File: config.mk
export PLATFORM = sky130hd
export DESIGN_NAME = key_expansion_seq
export DESIGN_NICKNAME = d
export VERILOG_FILES = /design/src/rtl/key_expansion_seq.sv
export SDC_FILE = /design/constraint.sdc
export NUM_CORES = 1
export LEC_CHECK = 0
export CAP_MARGIN = 10
export CORE_ASPECT_RATIO = 1.25
export CORE_MARGIN = 4
export CORE_UTILIZATION = 50
export CTS_CLUSTER_SIZE = 25
export DETAILED_ROUTE_END_ITERATION = 8
export DONT_BUFFER_PORTS = 1
export PLACE_DENSITY = 0.61
export SLEW_MARGIN = 20
export SYNTH_ARGS = -nofsm -noshare
export SYNTH_HDL_FRONTEND = slang
export SYNTH_SLANG_ARGS = --single-unit
File: constraint.sdc
create_clock -name clk -period 2.5 [get_ports clk]
set_input_delay 0.25 -clock clk [delete_from_list [all_inputs] [get_ports clk]]
set_output_delay 0.25 -clock clk [all_outputs]
set_load 0.02 [all_outputs]
File: src/rtl/key_expansion_seq.sv
// key_expansion_seq: sequential AES-128 key scheduler.
// Loads a 128-bit cipher key and hands out round keys 0..10 over a
// valid/ready handshake. Rcon and SubWord are external combinational units.
// Optional macro KEY_EXP_REVERSE_EN adds a `decrypt` input and an 11-entry
// key buffer so the keys can be emitted 10 down to 0.
//
// state | meaning
// ------+---------------------------------------------------------------
// IDLE  | waiting for start; round_key_valid low
// LOAD  | key 0 just registered; presented to the consumer
// EMIT  | presenting round key round_key_index, advancing on handshake
// FILL  | reverse mode only: computing keys 0..10 into the buffer, valid low
module key_expansion_seq #(
   parameter int WORD = 32,
   parameter int Nb   = 128,
   parameter int Nr   = 10
) (
   input  logic            clk,
   input  logic            rst,
   input  logic            start,
   input  logic [Nb-1:0]   key_in,
   output logic [3:0]      round_number,
   input  logic [WORD-1:0] rcon_in,
   output logic [WORD-1:0] subword_out,
   input  logic [WORD-1:0] subword_in,
   output logic [Nb-1:0]   round_key,
   output logic [3:0]      round_key_index,
   output logic            round_key_valid,
   input  logic            round_key_ready,
`ifdef KEY_EXP_REVERSE_EN
   input  logic            decrypt,
`endif
   output logic            busy,
   output logic            done
);

   typedef enum logic [1:0] {IDLE, LOAD, EMIT, FILL} state_t;

   localparam logic [3:0] LAST_IDX = 4'(Nr);

   state_t          state_q, state_d;
   logic [Nb-1:0]   key_q, key_d;
   logic [3:0]      idx_q, idx_d;
   logic            done_q, done_d;

   logic [WORD-1:0] w0, w1, w2, w3;
   logic [WORD-1:0] temp, n0, n1, n2, n3;
   logic [Nb-1:0]   next_key;
   logic            handshake;

`ifdef KEY_EXP_REVERSE_EN
   logic            rev_q, rev_d;
   logic            filled_q, filled_d;
   logic            buf_we;
   logic [Nb-1:0]   key_buf_q [0:10];
`endif

   // One round of the key schedule, purely combinational from the current key.
   always_comb begin
      w0       = key_q[127:96];
      w1       = key_q[95:64];
      w2       = key_q[63:32];
      w3       = key_q[31:0];
      subword_out = {w3[23:0], w3[31:24]};
      temp     = subword_in ^ rcon_in;
      n0       = w0 ^ temp;
      n1       = w1 ^ n0;
      n2       = w2 ^ n1;
      n3       = w3 ^ n2;
      next_key = {n0, n1, n2, n3};
   end

   assign round_number    = idx_q + 4'd1;
   assign round_key       = key_q;
   assign round_key_index = idx_q;
   assign round_key_valid = (state_q == LOAD) || (state_q == EMIT);
   assign busy            = (state_q != IDLE);
   assign done            = done_q;
   assign handshake       = round_key_valid && round_key_ready;

   // Next-state, next-key and index sequencing.
   always_comb begin
      state_d = state_q;
      key_d   = key_q;
      idx_d   = idx_q;
      done_d  = 1'b0;
`ifdef KEY_EXP_REVERSE_EN
      rev_d    = rev_q;
      filled_d = filled_q;
      buf_we   = 1'b0;
`endif
      case (state_q)
         IDLE: begin
            if (start) begin
               key_d   = key_in;
               idx_d   = 4'd0;
               state_d = LOAD;
`ifdef KEY_EXP_REVERSE_EN
               rev_d    = decrypt;
               filled_d = 1'b0;
               if (decrypt) state_d = FILL;
`endif
            end
         end
         LOAD, EMIT: begin
            // LOAD already presents key 0, so it accepts a handshake like EMIT.
            state_d = EMIT;
            if (handshake) begin
`ifdef KEY_EXP_REVERSE_EN
               if (rev_q) begin
                  if (idx_q == 4'd0) begin
                     state_d = IDLE;
                     done_d  = 1'b1;
                  end else begin
                     idx_d = idx_q - 4'd1;
                     key_d = key_buf_q[idx_q - 4'd1];
                  end
               end else
`endif
               if (idx_q == LAST_IDX) begin
                  state_d = IDLE;
                  done_d  = 1'b1;
               end else begin
                  key_d = next_key;
                  idx_d = idx_q + 4'd1;
               end
            end
         end
`ifdef KEY_EXP_REVERSE_EN
         FILL: begin
            // Key k is written one edge after it appears; the last write sets
            // filled, and the following edge starts emitting key 10 (still in key_q).
            if (filled_q) begin
               state_d = EMIT;
            end else begin
               buf_we = 1'b1;
               if (idx_q == LAST_IDX) begin
                  filled_d = 1'b1;
               end else begin
                  key_d = next_key;
                  idx_d = idx_q + 4'd1;
               end
            end
         end
`endif
         default: state_d = IDLE;
      endcase
   end

   // Control and key registers with synchronous reset.
   always_ff @(posedge clk) begin
      if (rst) begin
         state_q <= IDLE;
         key_q   <= '0;
         idx_q   <= '0;
         done_q  <= 1'b0;
`ifdef KEY_EXP_REVERSE_EN
         rev_q    <= 1'b0;
         filled_q <= 1'b0;
`endif
      end else begin
         state_q <= state_d;
         key_q   <= key_d;
         idx_q   <= idx_d;
         done_q  <= done_d;
`ifdef KEY_EXP_REVERSE_EN
         rev_q    <= rev_d;
         filled_q <= filled_d;
`endif
      end
   end

`ifdef KEY_EXP_REVERSE_EN
   // Reverse-order key store; data only, so it carries no reset.
   always_ff @(posedge clk) begin
      if (buf_we) key_buf_q[idx_q] <= key_q;
   end
`endif

endmodule

# Word-level counts from Yosys, hierarchy flattened
# Index checks and enable logic that the tools add are counted.
[word_totals]
register_bits = 135
out_inout_bits = 171
word_cells = 39
[classes]
add_sub_neg = 1
n_eq_ne = 6
muxes = 13
bitwise_logic = 7
n_reduce_logical = 8
[ops]
columns = ["operator", "count"]
rows = [
  ["128-bit 2-to-1 mux", 3],
  ["128-bit case mux with 2 select lines", 1],
  ["32-bit XOR", 5],
  ["4-bit 2-to-1 mux", 3],
  ["4-bit case mux with 2 select lines", 1],
  ["2-bit 2-to-1 mux", 3],
  ["2-bit inequality test (second input constant)", 3],
  ["4-bit by 1-bit adder with 4-bit output (second input constant)", 1],
  ["4-bit == test (second input constant)", 1],
  ["2-bit case mux with 2 select lines", 1],
  ["4-bit AND reduction", 1],
  ["2-bit nonzero test", 2],
  ["3-bit OR reduction", 1],
  ["2-bit by 1-bit == test with 1-bit output (second input constant)", 1],
  ["2-bit == test (second input constant)", 1],
  ["2-bit logical NOT", 1],
  ["1-bit inverter", 2],
  ["2-bit OR reduction", 1],
  ["1-bit logical AND", 1],
  ["1-bit logical OR", 1],
  ["1-bit 2-to-1 mux", 1],
]

# Logic depth before layout (Yosys ltp)
[depth]
depth_word = 8
mapped_depth = 10

# Least setup slack after synthesis
# No wires, ideal clock.
[synth_path]
path_kind = "reg-to-reg"
start = "register idx_q[0] (netlist: round_key_index[0])"
end = "register key_q[0] (netlist: round_key[0])"
setup_ps = 136
arrival_ps = 1943
t_required_ps = 2364
slack_ps = 421
path_stages_with_launch = 11
n_path_buf = 3
period_less_slack_ps = 2079
path_cell_list = "dfxtp_1 inv_1 ha_1 nand3b_1 a21boi_1 or2_4 buf_6 buf_6 buf_6 a31oi_1 o311ai_1"
[synth_between]
elab_chain_len = 3
[synth_lines]
columns = ["element", "line_no", "rtl"]
rows = [
  ["from (decl)", "43", "logic [3:0] idx_q, idx_d;"],
  ["from (signal assigned)", "164", "idx_q <= idx_d;"],
  ["4-bit == test", "120", "if (idx_q == LAST_IDX) begin"],
  ["2-bit inequality test (no source line)", "n/a", ""],
  ["4-bit AND reduction (no source line)", "n/a", ""],
  ["to (signal assigned)", "163", "key_q <= key_d;"],
  ["to (decl)", "42", "logic [Nb-1:0] key_q, key_d;"],
]
# Every way passes these cells.
# A chain may end at the register's enable or synchronous reset.

# Final worst setup path
[layout_path]
start = "register state_q[0]"
end = "register state_q[1]"
[layout_between]
elab_chain_len = 5
word_cells_on_any_way = 9
classes_between = "3 x eq/ne; 2 x mux; 4 x reduce/logical"
[layout_lines]
columns = ["element", "line_no", "rtl"]
rows = [
  ["from (decl)", "41", "state_t state_q, state_d;"],
  ["from (signal assigned)", "162", "state_q <= state_d;"],
  ["2-bit by 1-bit == test with 1-bit output / 2-bit == test (equally long branches)", "76", "assign round_key_valid = (state_q == LOAD) || (state_q == EMIT);"],
  ["1-bit logical OR *", "76", ""],
  ["net round_key_valid", "28", "output logic round_key_valid,"],
  ["1-bit logical AND *", "79", "assign handshake = round_key_valid && round_key_ready;"],
  ["2-bit 2-to-1 mux *", "108", "if (handshake) begin"],
  ["2-bit case mux with 2 select lines *", "92", "case (state_q)"],
]
# The timed path passes the listed nets; every way through them passes the cells marked *.

==> out/metrics.csv <==
stage,metric,value,unit
timing,relSlewSlack,47.5,%
power,power_frac_seq,38.3,%
power,p_leak,3.73,nW
power,p_clk_share,24.3,%
floorplan,io-pin-count,367,
synth,synth_nets,1386,
placed_design,placed_area,9900,um^2
clock_network,h-tree-depth,4,
timing,worstMarginPinSlew,787,ps
status,status,completed,
synth,synth_top_cell_area_share,27.2,%
clock_network,cts_tree,done,
timing,setup_viol,0,
grt,grt_usage,24.3,%
synth,synth-edff-count,0,
critical_path,crit_type,register to register,
synth,yosysUniqueCellTypes,40,
power,internal-power,0.00599,W
critical_path,crit_required,2780,ps
power,irDropWorstVdd,0.470,mV
placed_design,gp_congestion,0.792,
clock_network,root_buffer,clkbuf_16,
cells_and_area,final_nets,1308,
timing,finClkSkew,15.6,ps
synth,synth_most_common_cell,o21ai_0,
clock_network,postCtsHoldBufs,4,
clock_network,cts_resized,0,
clock_network,clk_pin_slew,70,ps
floorplan,die_area,22200,um^2
synth,syn_area_per_cell,8.37,um^2
floorplan,die_h,166,um
floorplan,die_x,134,um
power,p_comb_share,37.4,%
synth,netlist_instances,1187,
synth,async_flop_share,0,%
grt,grt_pass1_vias,7481,
grt,antenna_found_initial,4,
detailed_routing,drt_pass1_iterations,5,
timing,report.final.hold_viol_count,0,
timing,rsz0062_at_grt,false,
synth,synth.yosys.seq_area_share,27.2,%
grt,grt_pass1_wl,42600,um
clock_network,clk_path_buf_depth,2,
synth,yosysTopAreaCell,dfxtp_1,
grt,grt_max_degree,214,
placed_design,port_buffers,0,
timing,period_share,84.1,%
detailed_routing,antenna_left,0,
floorplan,initial_utilization,51.0,%
timing,tns,0,ps
clock_network,numCtsBuffers,17,
critical_path,crit_path_max_fanout,213,
power,p_switching,0.00470,W
timing,final_max_slew_viol_count,0,
cells_and_area,postLayoutCellArea,10600,um^2
clock_network,cts_setup_buffers,0,
cells_and_area,syn_to_final_growth,6.45,%
synth,synth_seq_cells,135,
synth,netlist_top_cells_area,"dfxtp_1 (27%), o21ai_0 (8.0%), nor3b_1 (7.0%)",
detailed_routing,drt_wl_total,28400,um
synth,ys_top_cells_by_count,"o21ai_0 (158), dfxtp_1 (135), a21oi_1 (104), and2_1 (93), nor3b_1 (93)",
power,p_per_area,1010,nW/um^2
synth,synth_flop_cell,dfxtp_1,
critical_path,cp-start-kind,register,
synth,synth_area,9930,um^2
detailed_routing,post_drt_wl_per_cell,20.4,um
detailed_routing,vias,8102,
critical_path,critPathArrivalTime,2380,ps
cells_and_area,nFillCells,1831,
worst_hold_path,holdCritPathClass,input pin to register,
clock_network,clock_sinks,135,
timing,finalCriticalPeriod,2100,ps
critical_path,crit_path_end_kind,register,
clock_network,clock_latency,430,ps
placed_design,place_hpwl,19300,um
grt,grt-ovfl-total,0,
detailed_routing,vias_per_cell,5.82,
timing,timing.fmax,0.476,GHz
detailed_routing,first_iter_violations,490,
power,p_sw_share,44.0,%
detailed_routing,post-route-drc-count,0,
synth,synth_warnings,0,
cells_and_area,drive_above_1_share,12.7,%
floorplan,rows,57,
floorplan,core-area,19500,um^2
run,drv_cap,0,
## logic make-up (layout without fill, tap and decap cells)
logic type               count (synthesis)  count (layout)  synth area share [%]
AO/OA/AOI/OAI                          328             328                  18.2
XOR/XNOR                               130             130                  18.0
adder cells (fa/ha/maj)                  3               3                 0.378
buffers and inverters                  132              67                  6.78
flip-flops                             135             135                  27.2
multiplexers                            32              32                  3.63
other                                    0               4                     0
AND/OR/NAND/NOR                        427             427                  25.8
## layer usage
metal | share of wire, % | vias to the layer above | GRT usage, %
met3 | 9.0 | 38 | 9.06
met5 | 0.025 | - | 0
met1 | 42 | 3786 | 30.4
met2 | 47 | 299 | 39.4
li1 | - | 3977 | -
met4 | 2.0 | 2 | 6.90
## stage by stage
stage	instances	util (%)	hold WS (ps)	power (W)	setup slack [ps]
after global routing	1389	54.3	3.05	0.0114	223
final	1391	54.3	25.2	0.0107	399
after global placement	1351	50.9	340	0.00806	432
after floorplan	1187	-	412	0.00731	421
after CTS	1387	54.2	3.67	0.0108	399
after detailed placement	1351	50.9	342	0.00811	416
## final cells by class
class                      instances  area (um^2)  area share, %
antenna                            4         10.0         0.0947
multi-input combinational        920         6580           62.3
tap                              265          332           3.14
timing repair buffer              29          320           3.03
inverter                           6         22.5          0.213
sequential                       135         2700           25.6
clock buffer                      18          439           4.15
clock inverter                    14          161           1.53
## worst max-delay path, stage by stage (launching register included)
cell     delay, ps
dfxtp_1        330
inv_1           70
ha_4           320
buf_12         590
and2b_1        240
nand4_1        160
nand3_1        120
a21oi_1         70
## flip-flops by register name (all words and copies together), names as in the netlist
signal	flops
done	1
round_key_index	4
state_q	2
round_key	128
## cells in the final DEF, fill, tap and decap left out, types with 2 or more instances in the layout
master,n
nor2b_1,65
a21bo_2,3
nor3b_1,93
dfxtp_1,135
diode_2,4
ha_1,2
o21ai_0,158
a21oi_1,104
nand2_1,70
nand3_1,35
and2_1,93
o311ai_1,9
xor2_2,21
o311ai_0,20
xnor3_1,12
inv_6,7
clkbuf_16,17
xnor2_2,3
dlygate4sd3_1,3
nor4b_1,29
xnor3_2,20
buf_12,6
inv_1,6
o211ai_1,3
bufinv_16,2
buf_4,19
nor2_1,34
clkinv_4,4
xor2_1,9
a31oi_1,29
xnor2_1,65
mux2_2,32
## power by group through the flow
stage               combinational [W]  clock (W)  sequential (W)
floorplan                     0.00359          0         0.00372
global placement              0.00391          0         0.00415
detailed placement            0.00395          0         0.00415
CTS                           0.00402    0.00265         0.00410
global route                  0.00445    0.00273         0.00419
finish                        0.00400    0.00260         0.00409
## path summary, 6_finish.rpt
check                     startpoint                         end  slack, ps  cells after the start
max reg2reg  state_q[0]$_SDFFE_PP0P_     state_q[1]$_SDFFE_PP0P_        400                      7
max          state_q[0]$_SDFFE_PP0P_     state_q[1]$_SDFFE_PP0P_        400                      7
min                              rst  round_key[12]$_SDFFE_PP0P_         30                      1
min reg2reg  state_q[0]$_SDFFE_PP0P_     state_q[0]$_SDFFE_PP0P_        500                      2
(Power assumes the default switching activity.)
